===== src/rtl/alu_op_pkg.sv =====
// Shared types for the ALU issue stage: the ALU Operation encoding, the RV32I
// major opcodes the stage decodes, and the post-decode bundle held in the
// main and skid registers.
package alu_op_pkg;

    localparam int ALU_DATA_W = 32;

    typedef enum logic [3:0] {
        OP_AND    = 4'b0000,
        OP_OR     = 4'b0001,
        OP_ADD    = 4'b0010,
        OP_XOR    = 4'b0011,
        OP_SLL    = 4'b0100,
        OP_SRL    = 4'b0101,
        OP_SUB    = 4'b0110,
        OP_SRA    = 4'b0111,
        OP_SLT    = 4'b1000,
        OP_SLTU   = 4'b1001,
        OP_EQ     = 4'b1010,
        OP_NE     = 4'b1011,
        OP_LT     = 4'b1100,
        OP_GE     = 4'b1101,
        OP_GEU    = 4'b1110,
        OP_PASS_B = 4'b1111
    } alu_op_t;

    localparam logic [6:0] OPC_R      = 7'b0110011;
    localparam logic [6:0] OPC_I_ALU  = 7'b0010011;
    localparam logic [6:0] OPC_LOAD   = 7'b0000011;
    localparam logic [6:0] OPC_STORE  = 7'b0100011;
    localparam logic [6:0] OPC_JALR   = 7'b1100111;
    localparam logic [6:0] OPC_BRANCH = 7'b1100011;
    localparam logic [6:0] OPC_LUI    = 7'b0110111;

    // Post-decode bundle; stored as-is in both the main and skid registers.
    typedef struct packed {
        logic [ALU_DATA_W-1:0] SrcA;
        logic [ALU_DATA_W-1:0] SrcB;
        alu_op_t               op;
        logic                  illegal;
    } issue_bundle_t;

endpackage


===== src/rtl/alu_op_decode.sv =====
// Combinational RV32I field decoder: opcode/funct3/funct7[5] -> ALU operation,
// illegal flag and immediate-operand select. Illegal encodings force PASS_B.
module alu_op_decode
    import alu_op_pkg::*;
(
    input  logic [6:0] i_opcode,
    input  logic [2:0] i_funct3,
    input  logic       i_funct7b5,
    output alu_op_t    o_op,
    output logic       o_illegal,
    output logic       o_use_imm
);

    // Decode the instruction class, then override the operation when illegal.
    always_comb begin
        o_op      = OP_PASS_B;
        o_illegal = 1'b0;
        o_use_imm = 1'b0;
        case (i_opcode)
            OPC_R, OPC_I_ALU: begin
                o_use_imm = (i_opcode == OPC_I_ALU);
                case (i_funct3)
                    3'b000: o_op = (i_funct7b5 && i_opcode == OPC_R) ? OP_SUB : OP_ADD;
                    3'b001: o_op = OP_SLL;
                    3'b010: o_op = OP_SLT;
                    3'b011: o_op = OP_SLTU;
                    3'b100: o_op = OP_XOR;
                    3'b101: o_op = i_funct7b5 ? OP_SRA : OP_SRL;
                    3'b110: o_op = OP_OR;
                    default: o_op = OP_AND;
                endcase
                // R: b5 only legal on ADD/SUB and SRL/SRA.
                // I: b5 is immediate data except on shifts; SLLI with b5 is illegal.
                if (i_opcode == OPC_R)
                    o_illegal = i_funct7b5 && (i_funct3 != 3'b000) && (i_funct3 != 3'b101);
                else
                    o_illegal = i_funct7b5 && (i_funct3 == 3'b001);
            end
            OPC_LOAD, OPC_STORE, OPC_JALR: begin
                o_op      = OP_ADD;
                o_use_imm = 1'b1;
            end
            OPC_BRANCH: begin
                case (i_funct3)
                    3'b000: o_op = OP_EQ;
                    3'b001: o_op = OP_NE;
                    3'b100: o_op = OP_LT;
                    3'b101: o_op = OP_GE;
                    3'b110: o_op = OP_SLTU;
                    3'b111: o_op = OP_GEU;
                    default: o_illegal = 1'b1;
                endcase
            end
            OPC_LUI: begin
                o_op      = OP_PASS_B;
                o_use_imm = 1'b1;
            end
            // AUIPC, JAL and anything unknown: the PC path lives elsewhere.
            default: o_illegal = 1'b1;
        endcase
        if (o_illegal)
            o_op = OP_PASS_B;
    end

endmodule


===== src/rtl/alu_op_issue.sv =====
// ALU issue stage: decodes RV32I fields at capture, selects SrcA/SrcB and
// presents the bundle through a valid/ready register with a 1-entry skid
// (2 entries total). Full throughput, 1-cycle latency, in_ready registered.
// Optional: define ALU_ISSUE_STATS_EN to add stat_issued/stat_illegal counters.
module alu_op_issue
    import alu_op_pkg::*;
#(
    parameter int DATA_WIDTH    = ALU_DATA_W,
    parameter int OPCODE_LENGTH = 4
) (
    input  logic                     clk,
    input  logic                     reset_n,
    input  logic                     in_valid,
    output logic                     in_ready,
    input  logic [6:0]               in_opcode,
    input  logic [2:0]               in_funct3,
    input  logic                     in_funct7b5,
    input  logic [DATA_WIDTH-1:0]    in_rs1,
    input  logic [DATA_WIDTH-1:0]    in_rs2,
    input  logic [DATA_WIDTH-1:0]    in_imm,
    output logic                     out_valid,
    input  logic                     out_ready,
    output logic [DATA_WIDTH-1:0]    SrcA,
    output logic [DATA_WIDTH-1:0]    SrcB,
    output logic [OPCODE_LENGTH-1:0] Operation,
`ifdef ALU_ISSUE_STATS_EN
    output logic [31:0]              stat_issued,
    output logic [31:0]              stat_illegal,
`endif
    output logic                     out_illegal
);

    alu_op_t       w_op;
    logic          w_illegal;
    logic          w_use_imm;
    issue_bundle_t w_new;
    logic          w_in_xfer;
    logic          w_out_xfer;

    issue_bundle_t r_main;
    issue_bundle_t r_skid;
    logic          r_main_v;
    logic          r_skid_v;

    alu_op_decode u_decode (
        .i_opcode   (in_opcode),
        .i_funct3   (in_funct3),
        .i_funct7b5 (in_funct7b5),
        .o_op       (w_op),
        .o_illegal  (w_illegal),
        .o_use_imm  (w_use_imm)
    );

    // Build the post-decode bundle for the incoming fields.
    always_comb begin
        w_new.SrcA    = in_rs1;
        w_new.SrcB    = w_use_imm ? in_imm : in_rs2;
        w_new.op      = w_op;
        w_new.illegal = w_illegal;
    end

    assign in_ready   = !r_skid_v;
    assign w_in_xfer  = in_valid && !r_skid_v;
    assign w_out_xfer = r_main_v && out_ready;

    // Main/skid pair: EMPTY(0,0) -> ONE(1,0) -> FULL(1,1); skid refills main.
    always_ff @(posedge clk or negedge reset_n) begin
        if (!reset_n) begin
            r_main   <= '0;
            r_skid   <= '0;
            r_main_v <= 1'b0;
            r_skid_v <= 1'b0;
        end else if (!r_main_v || w_out_xfer) begin
            // Main is free this cycle: skid has priority (no input in FULL).
            if (r_skid_v) begin
                r_main   <= r_skid;
                r_main_v <= 1'b1;
                r_skid_v <= 1'b0;
            end else if (w_in_xfer) begin
                r_main   <= w_new;
                r_main_v <= 1'b1;
            end else begin
                r_main_v <= 1'b0;
            end
        end else if (w_in_xfer) begin
            // Main stalled: park the new bundle in the skid.
            r_skid   <= w_new;
            r_skid_v <= 1'b1;
        end
    end

    assign out_valid   = r_main_v;
    assign SrcA        = r_main.SrcA;
    assign SrcB        = r_main.SrcB;
    assign Operation   = r_main.op;
    assign out_illegal = r_main.illegal;

`ifdef ALU_ISSUE_STATS_EN
    logic [31:0] r_stat_issued;
    logic [31:0] r_stat_illegal;

    // Count output transfers; both counters wrap naturally at 2^32.
    always_ff @(posedge clk or negedge reset_n) begin
        if (!reset_n) begin
            r_stat_issued  <= '0;
            r_stat_illegal <= '0;
        end else if (w_out_xfer) begin
            r_stat_issued <= r_stat_issued + 32'd1;
            if (r_main.illegal)
                r_stat_illegal <= r_stat_illegal + 32'd1;
        end
    end

    assign stat_issued  = r_stat_issued;
    assign stat_illegal = r_stat_illegal;
`endif

endmodule

===== config.mk =====
export PLATFORM = sky130hd
export DESIGN_NAME = alu_op_issue
export DESIGN_NICKNAME = d
export VERILOG_FILES = /design/src/rtl/alu_op_pkg.sv /design/src/rtl/alu_op_decode.sv /design/src/rtl/alu_op_issue.sv
export SDC_FILE = /design/constraint.sdc
export NUM_CORES = 1
export LEC_CHECK = 0
export CAP_MARGIN = 20
export CORE_AREA = 10 10 137 139
export DETAILED_ROUTE_END_ITERATION = 12
export DIE_AREA = 0 0 147 149
export GPL_ROUTABILITY_DRIVEN = 0
export HOLD_SLACK_MARGIN = 0.08
export PLACE_DENSITY = 0.79
export SLEW_MARGIN = 25
export SYNTH_ARGS = -nofsm -noshare
export SYNTH_HDL_FRONTEND = slang
export SYNTH_SLANG_ARGS = --single-unit
export TNS_END_PERCENT = 30

===== constraint.sdc =====
create_clock -name clk -period 4.1 [get_ports clk]
set_input_delay 0.82 -clock clk [delete_from_list [all_inputs] [get_ports clk]]
set_output_delay 0.82 -clock clk [all_outputs]
set_load 0.05 [all_outputs]

==> metrics.csv <==
stage,metric,value,unit
floorplanning,rows,47,
setup_path,r2r-start,r_skid_v,
clocking,cts_tree,done,
yosys,syn_inst,594,
setup_path,critical-path-max-stage-delay,0.85,ns
setup_path,crit_slowest_cell,clkdlybuf4s50_1,
power,p_per_area,544,nW/um2
power,finalPower,4.84,mW
timing,timing.final.ws_setup,1.07,ns
setup_path,r2r-end,r_skid[4],
floorplanning,core,16200,um2
drt,via_per_inst,5.10,
timing,finalSetupTns,0,ns
min_path,hold_path_depth,2,
drt,vias,5062,
timing,maxSlewViolCount,0,
yosys,synth_commonest_cells,"dfrtp_1 (140), a21oi_1 (74), mux2i_1 (64)",
min_path,min_to,SrcA[19],
setup_path,cp-start-kind,flip-flop,
setup_path,r2r_slack,1.55,ns
yosys,syn-num-nets,705,
timing,setup_viol,0,
yosys,synth_top_area_frac,0.553,
clocking,clock_latency,0.42,ns
finish,syn2layout_area_growth,40.6,%
job,max_cap_viol_count,0,
floorplanning,die_area,21900,um2
finish,nets,870,
run_status,outcome,finished clean,
global_routing,grt_pass1_wl,28200,um
setup_path,cp_cell_sequence,inv_1 -> clkdlybuf4s50_1,
setup_path,cp_max_fo,31,
place,port_buffers,181,
yosys,synth_edf_count,0,
setup_path,endpoint_kind,primary output,
yosys,ys_async_sr_fraction,1.00,
finish,fill_cells,1401,
timing,hold_ws,0.476,ns
finish,post-route-util,0.551,
yosys,ys_ff_latch,140,
yosys,synthTopCellsByArea,"dfrtp_1 (55%), mux2i_1 (10%), a21oi_1 (5.8%)",
timing,max_freq,0.330,GHz
min_path,min_path_type,flip-flop to flip-flop,
place,dp_slack,0.961,ns
finish,drive_above_1_share,0.106,
floorplanning,start_util,0.392,
yosys,syn_avg_cell_area,10.7,um2
yosys,synth_cell_type_count,41,
finish,fin_area,8910,um2
yosys,yosys.area.top_type,dfrtp_1,
drt,post-route-drc-count,0,
clocking,htree_levels,4,
drt,detail_route.wl_per_cell,17.6,um
clocking,clock-root-buffer,clkbuf_16,
power,ir_drop,0.265,mV
drt,routed_wirelength,17400,um
global_routing,overflow,0,
clocking,cts_setup_buffers,0,
global_routing,antenna_found_initial,2,
yosys,seq_area_frac_synth,0.553,
place,place_area,8300,um2
setup_path,worstPathRequired,3.28,ns
setup_path,crit_type,flip-flop to primary output,
place,dp_cells,959,
timing,skew,0.00744,ns
setup_path,critPathArrivalTime,2.21,ns
floorplanning,die_x,147,um
clocking,path_clk_slew,0.06,ns
clocking,clk_path_buf_depth,2,
yosys,ys.flop_type,dfrtp_1,
floorplanning,die_h,149,um
drt,first_pass_iters,4,
drt,drt_iter0_drc,226,
timing,rsz0062_at_grt,false,
clocking,ctsResizeCount,0,
timing,period_share,0.739,
timing,fin_crit,3.03,ns
clocking,holdBufCountCts,0,
clocking,cts_buffers,17,
timing,worstMarginPinSlew,0.937,ns
yosys,yosysWarnings,0,
drt,final_antenna_net_count,0,
setup_path,worstRegToRegCells,6,
timing,relSlewSlack,0.375,
place,detailed_place_hpwl,11900,um
global_routing,grt.total_usage,0.160,
global_routing,grt_pass1_vias,5259,
yosys,synth_area,6340,um2
min_path,holdCritStartpoint,SrcA[19],
floorplanning,pin_count,182,
clocking,cts.sinks,140,
global_routing,grt_max_degree,115,
timing,hold_viol,0,
finish,final_cells,993,
yosys,yosysMostFrequentCell,dfrtp_1,
power,power_leakage,3.64,nW
placed cells by master, fill, tap and decap left out, types with 3 or more instances in the layout:
cell | Yosys | routed
nor2_1 | 43 | 43
nand3b_1 | 3 | 3
o21ai_0 | 39 | 39
nor3_1 | 3 | 3
clkdlybuf4s50_1 | 0 | 180
inv_1 | 4 | 4
dfrtp_1 | 140 | 139
nand2_1 | 43 | 43
a21oi_1 | 74 | 74
nand3_1 | 4 | 4
clkbuf_16 | 0 | 17
o211ai_1 | 3 | 3
mux2i_1 | 64 | 64
mux2_2 | 32 | 32
buf_4 | 2 | 9
and3_1 | 36 | 36
clkinvlp_4 | 0 | 5
clkinv_2 | 0 | 4
o21ai_1 | 33 | 32
sequential cells by signal, summed over array words and instances, names as in the netlist:
register     flops
out_illegal      1
SrcA            32
r_skid_v         1
Operation        4
r_skid          69
out_valid        1
SrcB            32
final cells by class:
cell class / count / area [um2] / share of cell area
flip-flops and latches: 140 / 3510 / 0.394
multi-input cells: 404 / 2600 / 0.292
repair buffers: 192 / 1930 / 0.217
clock buffers: 18 / 439 / 0.0493
well taps: 220 / 275 / 0.0309
clock inverters: 14 / 144 / 0.0161
inverters: 4 / 15.0 / 0.00168
diodes: 1 / 2.50 / 0.000281
worst max-delay path: cells and delay by family, from the launching register on:
kind | cells | cell delay (ns)
buf+inv | 2 | 1.09
flops | 1 | 0.70
kinds of logic (layout without fill, tap and decap cells):
logic type	after synthesis	count (layout)	synth area share
mux	96	96	0.158
compound gates	163	163	0.137
buf+inv	50	228	0.0389
flops	140	140	0.553
simple gates	144	144	0.112
other cells	0	1	0
xor+xnor	1	1	0.00138
where the power goes:
group	total [mW]	leakage, nW	internal [mW]	switching, mW
sequential	1.84	1.63	1.68	0.161
clock	1.52	0.275	0.910	0.605
combinational	1.49	1.74	0.572	0.919
routing by layer:
metal / up-vias / wire, um / share of wire / GRT usage
met5: - / 17 / 0.00097 / 0
met4: 2 / 108 / 0.0062 / 0.0451
met3: 8 / 1790 / 0.10 / 0.0752
met2: 176 / 8260 / 0.47 / 0.250
met1: 2440 / 7270 / 0.42 / 0.195
li1: 2436 / - / - / -
how the worst max path moves through the flow:
stage	start	slack, ns	endpoint	cells past startpoint
floorplan	out_ready	2.06	r_skid[10]	5
global placement	in_opcode[6]	1.03	r_skid[36]	7
detailed placement	in_opcode[6]	0.96	r_skid[13]	7
CTS	r_skid_v	1.04	in_ready	2
global route	r_skid_v	0.97	in_ready	2
finish	r_skid_v	1.07	in_ready	2
(Power assumes the default switching activity.)
